--- src/rtl/pipe_pkg.sv ---
// Shared definitions for pipeline-stage registers: skid FSM states and
// payload widths of the inter-stage registers.
package pipe_pkg;

    localparam logic [1:0] ENC_EMPTY = 2'd0;
    localparam logic [1:0] ENC_BUSY  = 2'd1;
    localparam logic [1:0] ENC_FULL  = 2'd2;

    typedef enum logic [1:0] {
        EMPTY = ENC_EMPTY,
        BUSY  = ENC_BUSY,
        FULL  = ENC_FULL
    } skid_state_t;

    localparam int unsigned IF_ID_W  = 64;
    localparam int unsigned ID_EX_W  = 128;
    localparam int unsigned EX_MEM_W = 96;
    localparam int unsigned MEM_WB_W = 72;

endpackage

--- src/rtl/pipe_data_reg.sv ---
// Payload register with load enable; reset and synchronous clear both
// return it to RESET_DATA.
module pipe_data_reg #(
    parameter int unsigned              DATA_W     = 64,
    parameter logic [DATA_W-1:0]        RESET_DATA = '0
) (
    input  logic              clk,
    input  logic              rst_n,
    input  logic              i_clr,
    input  logic              i_en,
    input  logic [DATA_W-1:0] i_d,
    output logic [DATA_W-1:0] o_q
);

    logic [DATA_W-1:0] r_q;

    always_ff @(posedge clk) begin
        if (!rst_n || i_clr) begin
            r_q <= RESET_DATA;
        end else if (i_en) begin
            r_q <= i_d;
        end
    end

    assign o_q = r_q;

endmodule

--- src/rtl/pipe_skid_reg.sv ---
// Pipeline-stage register with valid/ready on both sides and a one-entry
// skid buffer so in_ready is driven only from state and rst_n.
module pipe_skid_reg
    import pipe_pkg::*;
#(
    parameter int unsigned       DATA_W     = 64,
    parameter logic [DATA_W-1:0] RESET_DATA = '0
) (
    input  logic              clk,
    input  logic              rst_n,
    input  logic              flush,
    input  logic              stall,
    input  logic              in_valid,
    output logic              in_ready,
    input  logic [DATA_W-1:0] in_data,
    output logic              out_valid,
    input  logic              out_ready,
    output logic [DATA_W-1:0] out_data,
    output logic [1:0]        occupancy
);

    skid_state_t       r_state;
    skid_state_t       w_state_nxt;
    logic              w_in_fire;
    logic              w_out_fire;
    logic              w_main_en;
    logic              w_main_from_skid;
    logic              w_skid_en;
    logic [DATA_W-1:0] w_main_d;
    logic [DATA_W-1:0] w_main_q;
    logic [DATA_W-1:0] w_skid_q;

    assign out_valid  = (r_state != EMPTY);
    assign in_ready   = rst_n & (r_state != FULL);
    assign occupancy  = r_state;
    assign out_data   = w_main_q;
    assign w_in_fire  = in_valid & in_ready;
    assign w_out_fire = out_valid & out_ready & ~stall;
    assign w_main_d   = w_main_from_skid ? w_skid_q : in_data;

    always_ff @(posedge clk) begin
        if (!rst_n) begin
            r_state <= EMPTY;
        end else begin
            r_state <= w_state_nxt;
        end
    end

    always_comb begin
        w_state_nxt      = r_state;
        w_main_en        = 1'b0;
        w_main_from_skid = 1'b0;
        w_skid_en        = 1'b0;
        if (flush) begin
            w_state_nxt = EMPTY;
        end else begin
            unique case (r_state)
                EMPTY: begin
                    if (w_in_fire) begin
                        w_main_en   = 1'b1;
                        w_state_nxt = BUSY;
                    end
                end
                BUSY: begin
                    if (w_in_fire && w_out_fire) begin
                        w_main_en = 1'b1;
                    end else if (w_in_fire) begin
                        w_skid_en   = 1'b1;
                        w_state_nxt = FULL;
                    end else if (w_out_fire) begin
                        w_state_nxt = EMPTY;
                    end
                end
                FULL: begin
                    if (w_out_fire) begin
                        w_main_en        = 1'b1;
                        w_main_from_skid = 1'b1;
                        w_state_nxt      = BUSY;
                    end
                end
                default: w_state_nxt = EMPTY;
            endcase
        end
    end

    pipe_data_reg #(.DATA_W(DATA_W), .RESET_DATA(RESET_DATA)) u_main (
        .clk   (clk),
        .rst_n (rst_n),
        .i_clr (flush),
        .i_en  (w_main_en),
        .i_d   (w_main_d),
        .o_q   (w_main_q)
    );

    pipe_data_reg #(.DATA_W(DATA_W), .RESET_DATA(RESET_DATA)) u_skid (
        .clk   (clk),
        .rst_n (rst_n),
        .i_clr (flush),
        .i_en  (w_skid_en),
        .i_d   (in_data),
        .o_q   (w_skid_q)
    );

endmodule

--- config.mk ---
export PLATFORM = sky130hd
export DESIGN_NAME = pipe_skid_reg
export DESIGN_NICKNAME = d
export VERILOG_FILES = /design/src/rtl/pipe_pkg.sv /design/src/rtl/pipe_data_reg.sv /design/src/rtl/pipe_skid_reg.sv
export SDC_FILE = /design/constraint.sdc
export NUM_CORES = 1
export LEC_CHECK = 0
export CAP_MARGIN = 25
export CELL_PAD_IN_SITES_DETAIL_PLACEMENT = 1
export CELL_PAD_IN_SITES_GLOBAL_PLACEMENT = 2
export CORE_MARGIN = 3
export CORE_UTILIZATION = 27
export CTS_BUF_LIST = sky130_fd_sc_hd__clkbuf_4
export CTS_CLUSTER_DIAMETER = 60
export CTS_CLUSTER_SIZE = 10
export DETAILED_ROUTE_END_ITERATION = 10
export PLACE_DENSITY = 0.82
export SETUP_SLACK_MARGIN = 0.15
export SLEW_MARGIN = 20
export SYNTH_ARGS = -nofsm -noshare
export SYNTH_HDL_FRONTEND = slang
export SYNTH_SLANG_ARGS = --single-unit
--- constraint.sdc ---
create_clock -name clk -period 1.5 [get_ports clk]
set_input_delay 0.3 -clock clk [delete_from_list [all_inputs] [get_ports clk]]
set_output_delay 0.3 -clock clk [all_outputs]
set_load 0.005 [all_outputs]
==> reports/results.txt <==
Status - finished, violations left
Failing checks - setup timing
Fmax - 591 MHz
DRT iter0 DRCs - 234
Total grt overflow - 0
Post-Layout Inst Area - 9370 um^2
Cts bufs inserted - 17
Cells after synthesis - 663
Vias per cell - 4.94
Critical path buffers and inverters - 3
Crit path DAT - 2130 ps
Avg Inst Size Synth - 8.53 um^2
Met3 WL - 1160 um
Non-filler cells, final - 1136
Die area - 22700 um^2
CP Cell Sequence - buf_6, nand3b_4, or3_4, buf_12, buf_16, nand2_2, a21oi_2
# port buffers - 137
Period utilisation layout - 113%
Core area - 20400 um^2
R2R Setup Slk - -190 ps
Die width - 151 um
Total Power - 6.67 mW
Worst-Skew Late Latency - 550 ps
Max incr delay on CP - 500 ps
GP Congestion - 0.733
Fill cell count - 2330
WHS Endpoint - u_skid.o_q[55]$_SDFFE_PP0P_
CTS max path bufs - 2
Hold Crit Start - in_data[55]
Final setup viols - 131
Dpl hpwl - 11900 um
Endpoints failing hold - 0
CP required - 1930 ps
Placed inst area - 7560 um^2
Die Y - 151 um
Area growth, synth to finish - 65.7%
Worst reg-to-reg path cell count - 7
Pin count of the biggest net entering global routing - 38
Post-CTS Hold Fix Bufs - 0
Reg-to-Reg Start - occupancy[1]$_SDFFE_PP0P_
CTS tree - yes
Final wirelength - 22400 um
Max-slew violations - 0
Worst min-delay path class - in2reg
Syn. warnings - 0
Critical Path Start Type - flip-flop
Met1 Wirelength - 10700 um
Critical path type - reg2reg
DRT antenna net count - 0
CP endpoint kind - flip-flop
Cell family with most CP delay - simple AND/OR/NAND/NOR gates
Seq cells post-synth - 130
I/O pin count - 138
Setup TNS - -15860 ps
Vias in the first global route - 5628
Nets - 923
Met2 wire len - 10200 um
Power Density - 712 nW/um^2
Hold path cells - 3
Leakage power - 3.63 nW
Setup WS post-layout - -193 ps
Drt wl/cell - 19.7 um
Tmin final - 1690 ps
# rows - 52
Sequential fraction of the synthesis area - 46.0%
Drt pass-1 iters - 4
# diodes - 0
Share of cells above drive strength 1 - 54.7%
Post-route DRC - 0
Clk sink count - 130
Mapped cell area - 5660 um^2
Top layer in use - met4
Slowest CP cell - or3_4
FF-to-FF End - u_skid.o_q[10]$_SDFFE_PP0P_
Layout Skew - 12.0 ps
Max cap viols - 0
Unrepaired setup endpoints after global routing - true
Worst-path clk slew - 120 ps
Global-route wire length before repair - 31600 um
Slew @ Worst Pin - 355 ps
Total GRT Usage - 18.0%
Placed cell count - 1050
H-tree depth reported by CTS - 4
Crit-path max FO - 8
Root buf cell - clkbuf_4
Worst slew margin - 76.3%
Starting Density - 27.7%
Syn Nets - 733
VDD IR max - 369 uV
Routed via count - 5608
Initial antenna violation count - 0
Yosys cell types - 26
Final Core Density - 45.9%
## final cells by class
cell class	count	area, um^2	share of cell area [%]
clock buffers	19	143	1.52
clock inverters	13	71.3	0.761
inverters	1	3.75	0.0401
multi-input cells	469	3440	36.8
flip-flops and latches	130	2690	28.7
well taps	270	338	3.60
repair buffers	234	2680	28.6
## report_power, final
| group | total [mW] | internal [mW] | switching [mW] |
|---|---|---|---|
| Clock | 2.00 | 0.655 | 1.34 |
| Sequential | 3.58 | 3.53 | 0.0495 |
| Combinational | 1.09 | 0.547 | 0.543 |
## what timing repair did
action / CTS / global route
setup endpoints to repair: 196 / 197
buffers inserted: 25 / 7
pin swaps: 35 / 82
cloned: 10 / 12
resized for setup: 414 / 181
## placed cells by master (no fill, tap or decap), drive strengths merged
master,count
nand2,257
buf,154
dfxtp,130
clkdlybuf4s50,69
nor3,66
a21oi,66
a311oi,64
clkbuf,29
clkinv,11
or2,2
nand2b,2
clkinvlp,2
nor2b,2
o21ba,2
or3,2
inv,1
a21boi,1
and4bb,1
nand3b,1
and2b,1
nor2,1
mux2i,1
bufbuf,1
## registers in the layout, indices dropped and copies added (netlist names)
signal / count
u_skid.o_q: 64
occupancy: 2
u_main.o_q: 64
## kinds of logic (layout without fill, tap and decap cells)
logic type	after synthesis	after routing	synth area share (%)
AND/OR/NAND/NOR	335	335	24.6
AO/OA/AOI/OAI	133	133	22.9
flip-flops	130	130	46.0
buffers and inverters	64	267	6.28
multiplexers	1	1	0.177
## per-layer routing
layer,track usage [%],vias to the layer above
met2,29.6,136
met5,0,-
li1,-,2677
met3,3.37,22
met1,24.4,2773
met4,4.62,0
## worst max-delay path by stage
| stage | depth (start not counted) | endpoint | slack [ps] | start |
|---|---|---|---|---|
| floorplan | 7 | u_main.o_q[42]$_SDFFE_PP0P_ | 40 | out_ready |
| global placement | 6 | u_main.o_q[54]$_SDFFE_PP0P_ | -490 | stall |
| detailed placement | 6 | u_main.o_q[46]$_SDFFE_PP0P_ | -520 | stall |
| CTS | 3 | out_valid | -190 | occupancy[0]$_SDFFE_PP0P_ |
| global route | 6 | u_main.o_q[14]$_SDFFE_PP0P_ | -240 | occupancy[1]$_SDFFE_PP0P_ |
| finish | 7 | u_skid.o_q[10]$_SDFFE_PP0P_ | -190 | occupancy[1]$_SDFFE_PP0P_ |
## per-stage QoR
step	setup WS [ps]	hold slack, ps
after floorplan	37.8	436
after global placement	-486	442
after detailed placement	-518	447
after CTS	-190	281
after global routing	-240	303
final	-193	342
## cells in the mapped netlist (all sizes together)
cell type / n / area share (%)
dfxtp: 130 / 46
and4bb: 1 / 0.22
a21oi: 66 / 5.8
or3: 2 / 0.22
nor2b: 2 / 0.22
clkbuf: 14 / 0.93
nor2: 1 / 0.066
a21boi: 1 / 0.13
a311oi: 64 / 17
nand2b: 2 / 0.22
buf: 49 / 5.3
nand3b: 1 / 0.35
or2: 2 / 0.22
nor3: 66 / 5.9
mux2i: 1 / 0.18
and2b: 1 / 0.13
nand2: 257 / 17
inv: 1 / 0.066
o21ba: 2 / 0.35
## tightest hold or removal path, delay by kind of cell
family                 cells  cell delay (ps)
and+or+nand+nor            1               70
buffers and inverters      1              440
AOI/OAI and AO/OA          1               40
(Power assumes the default switching activity.)
